[config.mk]
export PLATFORM = sky130hd
export DESIGN_NAME = lcd_bus_receiver
export DESIGN_NICKNAME = d
export VERILOG_FILES = /design/src/rtl/lcd_pkg.sv /design/src/rtl/lcd_addr_ctr.sv /design/src/rtl/lcd_bus_receiver.sv
export SDC_FILE = /design/constraint.sdc
export NUM_CORES = 1
export LEC_CHECK = 0
export CAP_MARGIN = 20
export CORE_MARGIN = 2
export CORE_UTILIZATION = 50
export CTS_BUF_LIST = sky130_fd_sc_hd__clkbuf_16
export DETAILED_ROUTE_END_ITERATION = 8
export PLACE_DENSITY_LB_ADDON = 0.1
export SLEW_MARGIN = 20
export SYNTH_ARGS = -nofsm -noshare
export SYNTH_HDL_FRONTEND = slang
export SYNTH_SLANG_ARGS = --single-unit
[constraint.sdc]
create_clock -name clk -period 2.8 [get_ports clk]
set_input_delay 0.56 -clock clk [delete_from_list [all_inputs] [get_ports clk]]
set_output_delay 0.56 -clock clk [all_outputs]
set_load 0.02 [all_outputs]
[src/rtl/lcd_pkg.sv]
// rtl/lcd_pkg.sv - shared constants and types for the LCD write-bus receiver
package lcd_pkg;

  localparam logic [7:0] CMD_SWRESET = 8'h01;
  localparam logic [7:0] CMD_CASET   = 8'h2A;
  localparam logic [7:0] CMD_PASET   = 8'h2B;
  localparam logic [7:0] CMD_RAMWR   = 8'h2C;

  typedef enum logic [2:0] {
    ST_IDLE,
    ST_CASET,
    ST_PASET,
    ST_RAM_HI,
    ST_RAM_LO
  } lcd_rx_state_t;

  typedef struct packed {
    logic [15:0] xs;
    logic [15:0] xe;
    logic [15:0] ys;
    logic [15:0] ye;
  } window_t;

  function automatic window_t default_window(input logic [15:0] col_end,
                                             input logic [15:0] row_end);
    window_t w;
    w.xs = 16'd0;
    w.xe = col_end;
    w.ys = 16'd0;
    w.ye = row_end;
    return w;
  endfunction

endpackage

[src/rtl/lcd_addr_ctr.sv]
// rtl/lcd_addr_ctr.sv - pixel pointer that walks the address window in raster order
module lcd_addr_ctr
  import lcd_pkg::*;
(
  input  logic        clk,
  input  logic        reset,
  input  logic        load,
  input  logic        step,
  input  window_t     win,
  output logic [15:0] x,
  output logic [15:0] y,
  output logic        wrap
);

  logic x_wrap;
  logic y_wrap;

  // Using >= rather than == lets a degenerate window (start > end) pin the
  // coordinate at its start value on every step.
  assign x_wrap = (x >= win.xe);
  assign y_wrap = (y >= win.ye);
  assign wrap   = x_wrap & y_wrap;

  always_ff @(posedge clk) begin
    if (reset) begin
      x <= 16'd0;
      y <= 16'd0;
    end else if (load) begin
      x <= win.xs;
      y <= win.ys;
    end else if (step) begin
      if (!x_wrap) begin
        x <= x + 16'd1;
      end else begin
        x <= win.xs;
        y <= y_wrap ? win.ys : (y + 16'd1);
      end
    end
  end

endmodule

[src/rtl/lcd_bus_receiver.sv]
// rtl/lcd_bus_receiver.sv - decodes 8080-style LCD writes into commands and RGB565 pixel strobes
module lcd_bus_receiver
  import lcd_pkg::*;
#(
  parameter logic [15:0] COL_END = 16'd239,
  parameter logic [15:0] ROW_END = 16'd319
) (
  input  logic        clk,
  input  logic        reset,
  input  logic        sync,
  input  logic        wr,
  input  logic        dcx,
  input  logic [7:0]  D,
  output logic        pix_valid,
  output logic [15:0] pix_x,
  output logic [15:0] pix_y,
  output logic [15:0] pix_color,
  output logic        frame_done,
  output logic        cmd_strobe,
  output logic [7:0]  cmd_code
);

  lcd_rx_state_t state;
  window_t       win;
  logic          wr_q;
  logic [1:0]    idx;
  logic [23:0]   shadow;
  logic [7:0]    hi_byte;
  logic          capture;
  logic          ptr_load;
  logic          ptr_step;
  logic          ptr_wrap;
  logic [15:0]   ptr_x;
  logic [15:0]   ptr_y;

  assign capture  = wr & ~wr_q & ~sync;
  assign ptr_load = capture & ~dcx & (D == CMD_RAMWR);
  assign ptr_step = capture & dcx & (state == ST_RAM_LO);

  lcd_addr_ctr u_addr_ctr (
    .clk   (clk),
    .reset (reset),
    .load  (ptr_load),
    .step  (ptr_step),
    .win   (win),
    .x     (ptr_x),
    .y     (ptr_y),
    .wrap  (ptr_wrap)
  );

  always_ff @(posedge clk) begin
    if (reset) begin
      state      <= ST_IDLE;
      win        <= default_window(COL_END, ROW_END);
      wr_q       <= 1'b1;
      idx        <= 2'd0;
      shadow     <= 24'd0;
      hi_byte    <= 8'd0;
      pix_valid  <= 1'b0;
      pix_x      <= 16'd0;
      pix_y      <= 16'd0;
      pix_color  <= 16'd0;
      frame_done <= 1'b0;
      cmd_strobe <= 1'b0;
      cmd_code   <= 8'd0;
    end else begin
      wr_q       <= wr;
      pix_valid  <= 1'b0;
      frame_done <= 1'b0;
      cmd_strobe <= 1'b0;

      if (sync) begin
        // Deselect drops any partial parameter set or half pixel.
        state <= ST_IDLE;
        idx   <= 2'd0;
      end else if (capture && !dcx) begin
        cmd_strobe <= 1'b1;
        cmd_code   <= D;
        idx        <= 2'd0;
        case (D)
          CMD_CASET: state <= ST_CASET;
          CMD_PASET: state <= ST_PASET;
          CMD_RAMWR: state <= ST_RAM_HI;
          CMD_SWRESET: begin
            state <= ST_IDLE;
            win   <= default_window(COL_END, ROW_END);
          end
          default: state <= ST_IDLE;
        endcase
      end else if (capture) begin
        case (state)
          ST_CASET, ST_PASET: begin
            if (idx == 2'd3) begin
              // Shadow holds start_hi, start_lo, end_hi; commit all four at once.
              if (state == ST_CASET) begin
                win.xs <= shadow[23:8];
                win.xe <= {shadow[7:0], D};
              end else begin
                win.ys <= shadow[23:8];
                win.ye <= {shadow[7:0], D};
              end
              state <= ST_IDLE;
              idx   <= 2'd0;
            end else begin
              shadow <= {shadow[15:0], D};
              idx    <= idx + 2'd1;
            end
          end
          ST_RAM_HI: begin
            hi_byte <= D;
            state   <= ST_RAM_LO;
          end
          ST_RAM_LO: begin
            pix_valid  <= 1'b1;
            pix_x      <= ptr_x;
            pix_y      <= ptr_y;
            pix_color  <= {hi_byte, D};
            frame_done <= ptr_wrap;
            state      <= ST_RAM_HI;
          end
          default: ;
        endcase
      end
    end
  end

endmodule

==> Flow_metrics.wiki <==
{| class="wikitable"
! Metric !! Value
|-
| Status || completed
|-
| Top cell types by occurrence after synthesis || 229 x sky130_fd_sc_hd__nand2_1, 193 x sky130_fd_sc_hd__dfxtp_1, 156 x sky130_fd_sc_hd__a21oi_1
|-
| Number of hold violations in the final report || 0
|-
| Crit path time final || 2700 ps
|-
| Largest net degree at the start of global routing || 114
|-
| Area enclosed by the die boundary || 18200 sq um
|-
| Slack of the worst reg-to-reg path || 140 ps
|-
| Standard cell with the maximum stage delay on the critical path || sky130_fd_sc_hd__or4_4
|-
| Max capacitance violation total || 0
|-
| Worst-case setup slack after placement || -433 ps
|-
| DRC violations left || 0
|-
| Switching share of total power || 22.9%
|-
| Launching point of the worst reg2reg path || u_addr_ctr.y[0]$_SDFFE_PP0P_
|-
| Achievable frequency || 371 MHz
|-
| Final Setup Violations || 0
|-
| Transition time at the pin with the least slew margin || 784 ps
|-
| Setup Crit Path Kind || in2reg
|-
| Clock net sink count || 193
|-
| Post-Synthesis Mean Instance Area || 7.81 sq um
|-
| First-pass iteration count of the detailed router || 5
|-
| Final Worst Setup Slack || 102 ps
|-
| Layout area overhead || 22.7%
|-
| DRC violation total after the first TritonRoute iteration || 577
|-
| Placed wire-length estimate || 16600 um
|-
| Top_reg_cell synth || sky130_fd_sc_hd__dfxtp_1
|-
| Global route overflow || 0
|-
| Final total negative setup slack || 0 ps
|-
| Largest stage delay on the critical path || 590 ps
|-
| Gate count after technology mapping || 1097
|-
| Die X-Extent || 135 um
|-
| Net switching component of the power || 1.16 mW
|-
| Sort of element at the end of the critical path || flop
|-
| Relative contribution of sequential cells to total power || 54.1%
|-
| Unique masters post-synth || 59
|-
| Kind of start point of the critical path || input pin
|-
| Cells on worst reg2reg path || 9
|-
| CTS tree || done
|-
| WP data required || 3150 ps
|-
| Root Driver || sky130_fd_sc_hd__clkbuf_16
|-
| Largest voltage drop on the vdd net || 0.444 mV
|-
| CP cell instances || clkdlybuf4s50_1, or4b_4, or4_4, a211o_1, nor2_2, xnor2_1, a311oi_1
|-
| Combinational cell fraction of total power || 2.7%
|-
| TritonCTS Buffers || 17
|-
| Number of nets with antenna violations after detailed routing || 0
|-
| Routed WL || 23500 um
|-
| Share of total power in the clock network || 43.2%
|-
| Area of the core || 16600 sq um
|-
| Clock network latency to the later pin of the worst-skew pair || 440 ps
|-
| Clock Skews || 8.23 ps
|-
| Clock transition time at the flip-flop clock pins of the worst setup and hold paths || 70 ps
|-
| Number of enable-type register cells in the synthesized netlist || 0
|-
| Most used standard cell by instance count after synthesis || sky130_fd_sc_hd__nand2_1
|-
| CTS Hold Bufs || 0
|-
| Overall Global Routing Usage || 26.4%
|-
| Remaining max-slew budget at the tightest pin || 47.5%
|-
| Average routed wire per standard cell || 16.6 um
|-
| Diode count || 0
|-
| Proportion of synthesized chip area in sequential cells || 45.1%
|-
| Cells taking the most area after synthesis || sky130_fd_sc_hd__dfxtp_1 45%, sky130_fd_sc_hd__nand2_1 10%, sky130_fd_sc_hd__a21oi_1 9.1%, sky130_fd_sc_hd__nor2_1 6.1%, sky130_fd_sc_hd__ha_1 5.1%
|-
| Post-synthesis async set-or-reset flop share || 0%
|-
| Total number of yosys warnings || 0
|-
| Wire length of the first global-routing pass || 37900 um
|-
| Number of antenna violations at the first check in global routing || 0
|-
| Die Span Y || 135 um
|-
| Setup repair after global routing missed its margin || yes
|-
| Post-Syn Nets || 1145
|-
| Number of global-route vias before repair || 7299
|-
| Weighted congestion reported at the end of routability-driven placement || 0.846
|-
| Internal power || 3.92 mW
|-
| DR vias || 7925
|-
| Worst-case clock buffer depth || 2
|-
| Starting density of the core || 51.5%
|-
| Data arrival time at the worst-slack endpoint || 3040 ps
|-
| I/O pin count || 72
|-
| Synth area leader || sky130_fd_sc_hd__dfxtp_1
|-
| Hold worst-path end || pix_color[10]$_SDFFE_PP0P_
|-
| Final net count || 1235
|-
| Share of the synthesized area in the top cell type || 45.1%
|-
| CP startpoint || dcx
|-
| Lkg Pwr || 4.01 nW
|-
| Ratio of total power to cell area || 483 nW/um^2
|-
| Number of max-slew violations in the final report || 0
|-
| Count of state elements after synthesis || 193
|-
| Count of buffers inserted at the top-level ports || 71
|-
| Source of the worst hold timing path || hi_byte[2]$_SDFFE_PP0P_
|-
| Part of the cycle the worst path needs || 96.4%
|-
| Maximum net fanout on the critical path || 5
|-
| End of the worst register-to-register path || u_addr_ctr.y[2]$_SDFFE_PP0P_
|-
| Combined area of all synthesized cells || 8570 sq um
|-
| H-tree depth reported by CTS || 4
|-
| Layout cells sized above 1 || 10.1%
|-
| Min-delay worst type || reg2reg
|-
| Hold depth || 2
|-
| Row count || 47
|-
| Post-detailed-route via-to-cell ratio || 5.58
|}
==> critical path: cells and delay by family <==
kind	cells	cell delay (ps)
simple gates	3	1320
compound gates	2	680
buf+inv	1	420
xor+xnor	1	70
==> sequential cells by signal (all words and copies together) (netlist names) <==
| signal | flops |
|---|---|
| pix_y | 16 |
| pix_valid | 1 |
| u_addr_ctr.y | 16 |
| cmd_strobe | 1 |
| u_addr_ctr.x | 16 |
| wr_q | 1 |
| hi_byte | 8 |
| state | 3 |
| shadow | 24 |
| idx | 2 |
| pix_color | 16 |
| win | 64 |
| frame_done | 1 |
| cmd_code | 8 |
| pix_x | 16 |
==> what timing repair did <==
action,CTS,global route
endpoints found under the setup margin,1,14
resized for setup,1,10
buffers inserted,0,0
==> metrics by stage <==
| stage | total power [mW] | cell area (sq um) | cells | hold WS (ps) | util [%] |
|---|---|---|---|---|---|
| after CTS | 5.11 | 10500 | 1419 | 453 | 62.9 |
| after detailed placement | 2.94 | 9940 | 1388 | 446 | 59.8 |
| after global placement | 2.95 | 9940 | 1388 | 439 | 59.8 |
| after floorplan | 2.87 | 8570 | 1097 | 431 | - |
| after global routing | 5.24 | 10500 | 1419 | 469 | 63.2 |
| final | 5.08 | 10500 | 1419 | 453 | 63.2 |
==> power groups by stage <==
stage                     combinational [mW]  sequential [mW]  clock [mW]
after floorplan                       0.0616             2.81           0
after global placement                 0.134             2.81           0
after detailed placement               0.133             2.81           0
after CTS                              0.134             2.75        2.23
after global routing                   0.146             2.75        2.35
final                                  0.136             2.75        2.19
==> cells in the final DEF, fill, tap and decap left out, drive strengths merged, types with 8 or more instances in the layout <==
master	netlist	routed
nand2	229	229
dfxtp	193	193
a21oi	156	156
nor2	140	140
buf	4	72
clkdlybuf4s50	0	70
inv	52	54
ha	35	35
mux2i	23	23
nand3	20	20
o211ai	17	17
clkbuf	67	17
nor3	17	17
o21ai	15	15
o32ai	13	13
nand4	11	11
a22oi	10	10
a211oi	9	9
xnor2	8	8
==> per-layer routing <==
layer  GRT usage (%)  share of wire (%)
met5               0                  0
met4            9.65                2.5
met3            6.12                5.5
met2            40.8                 46
met1            36.2                 46
==> kinds of logic (layout without fill, tap and decap cells) <==
| kind of cell | after synthesis | in the layout | synth area share (%) |
|---|---|---|---|
| AND/OR/NAND/NOR | 458 | 458 | 22.8 |
| adder cells (fa/ha/maj) | 36 | 36 | 5.23 |
| AO/OA/AOI/OAI | 251 | 251 | 17.4 |
| flip-flops | 193 | 193 | 45.1 |
| multiplexers | 24 | 24 | 2.82 |
| buffers and inverters | 123 | 225 | 5.42 |
| XOR/XNOR | 12 | 12 | 1.23 |
==> how the worst max path moves through the flow <==
stage,end,slack [ps],cells after the start
2_1_floorplan,u_addr_ctr.y[5]$_SDFFE_PP0P_,30,9
3_3_place_gp,u_addr_ctr.x[14]$_SDFFE_PP0P_,-370,8
4_1_cts,u_addr_ctr.x[8]$_SDFFE_PP0P_,50,8
5_1_grt,u_addr_ctr.x[10]$_SDFFE_PP0P_,-20,9
6_report,u_addr_ctr.x[15]$_SDFFE_PP0P_,100,7
3_5_place_dp,u_addr_ctr.x[10]$_SDFFE_PP0P_,-430,9
==> final cells by class <==
cell class | count | area, sq um
Inverter | 52 | 195
Fill cell | 1488 | 6130
Multi-Input combinational cell | 781 | 4310
Tap cell | 220 | 275
Clock inverter | 14 | 96.3
Clock buffer | 17 | 425
Timing Repair Buffer | 142 | 1350
Sequential cell | 193 | 3860
(Power assumes the default switching activity.)
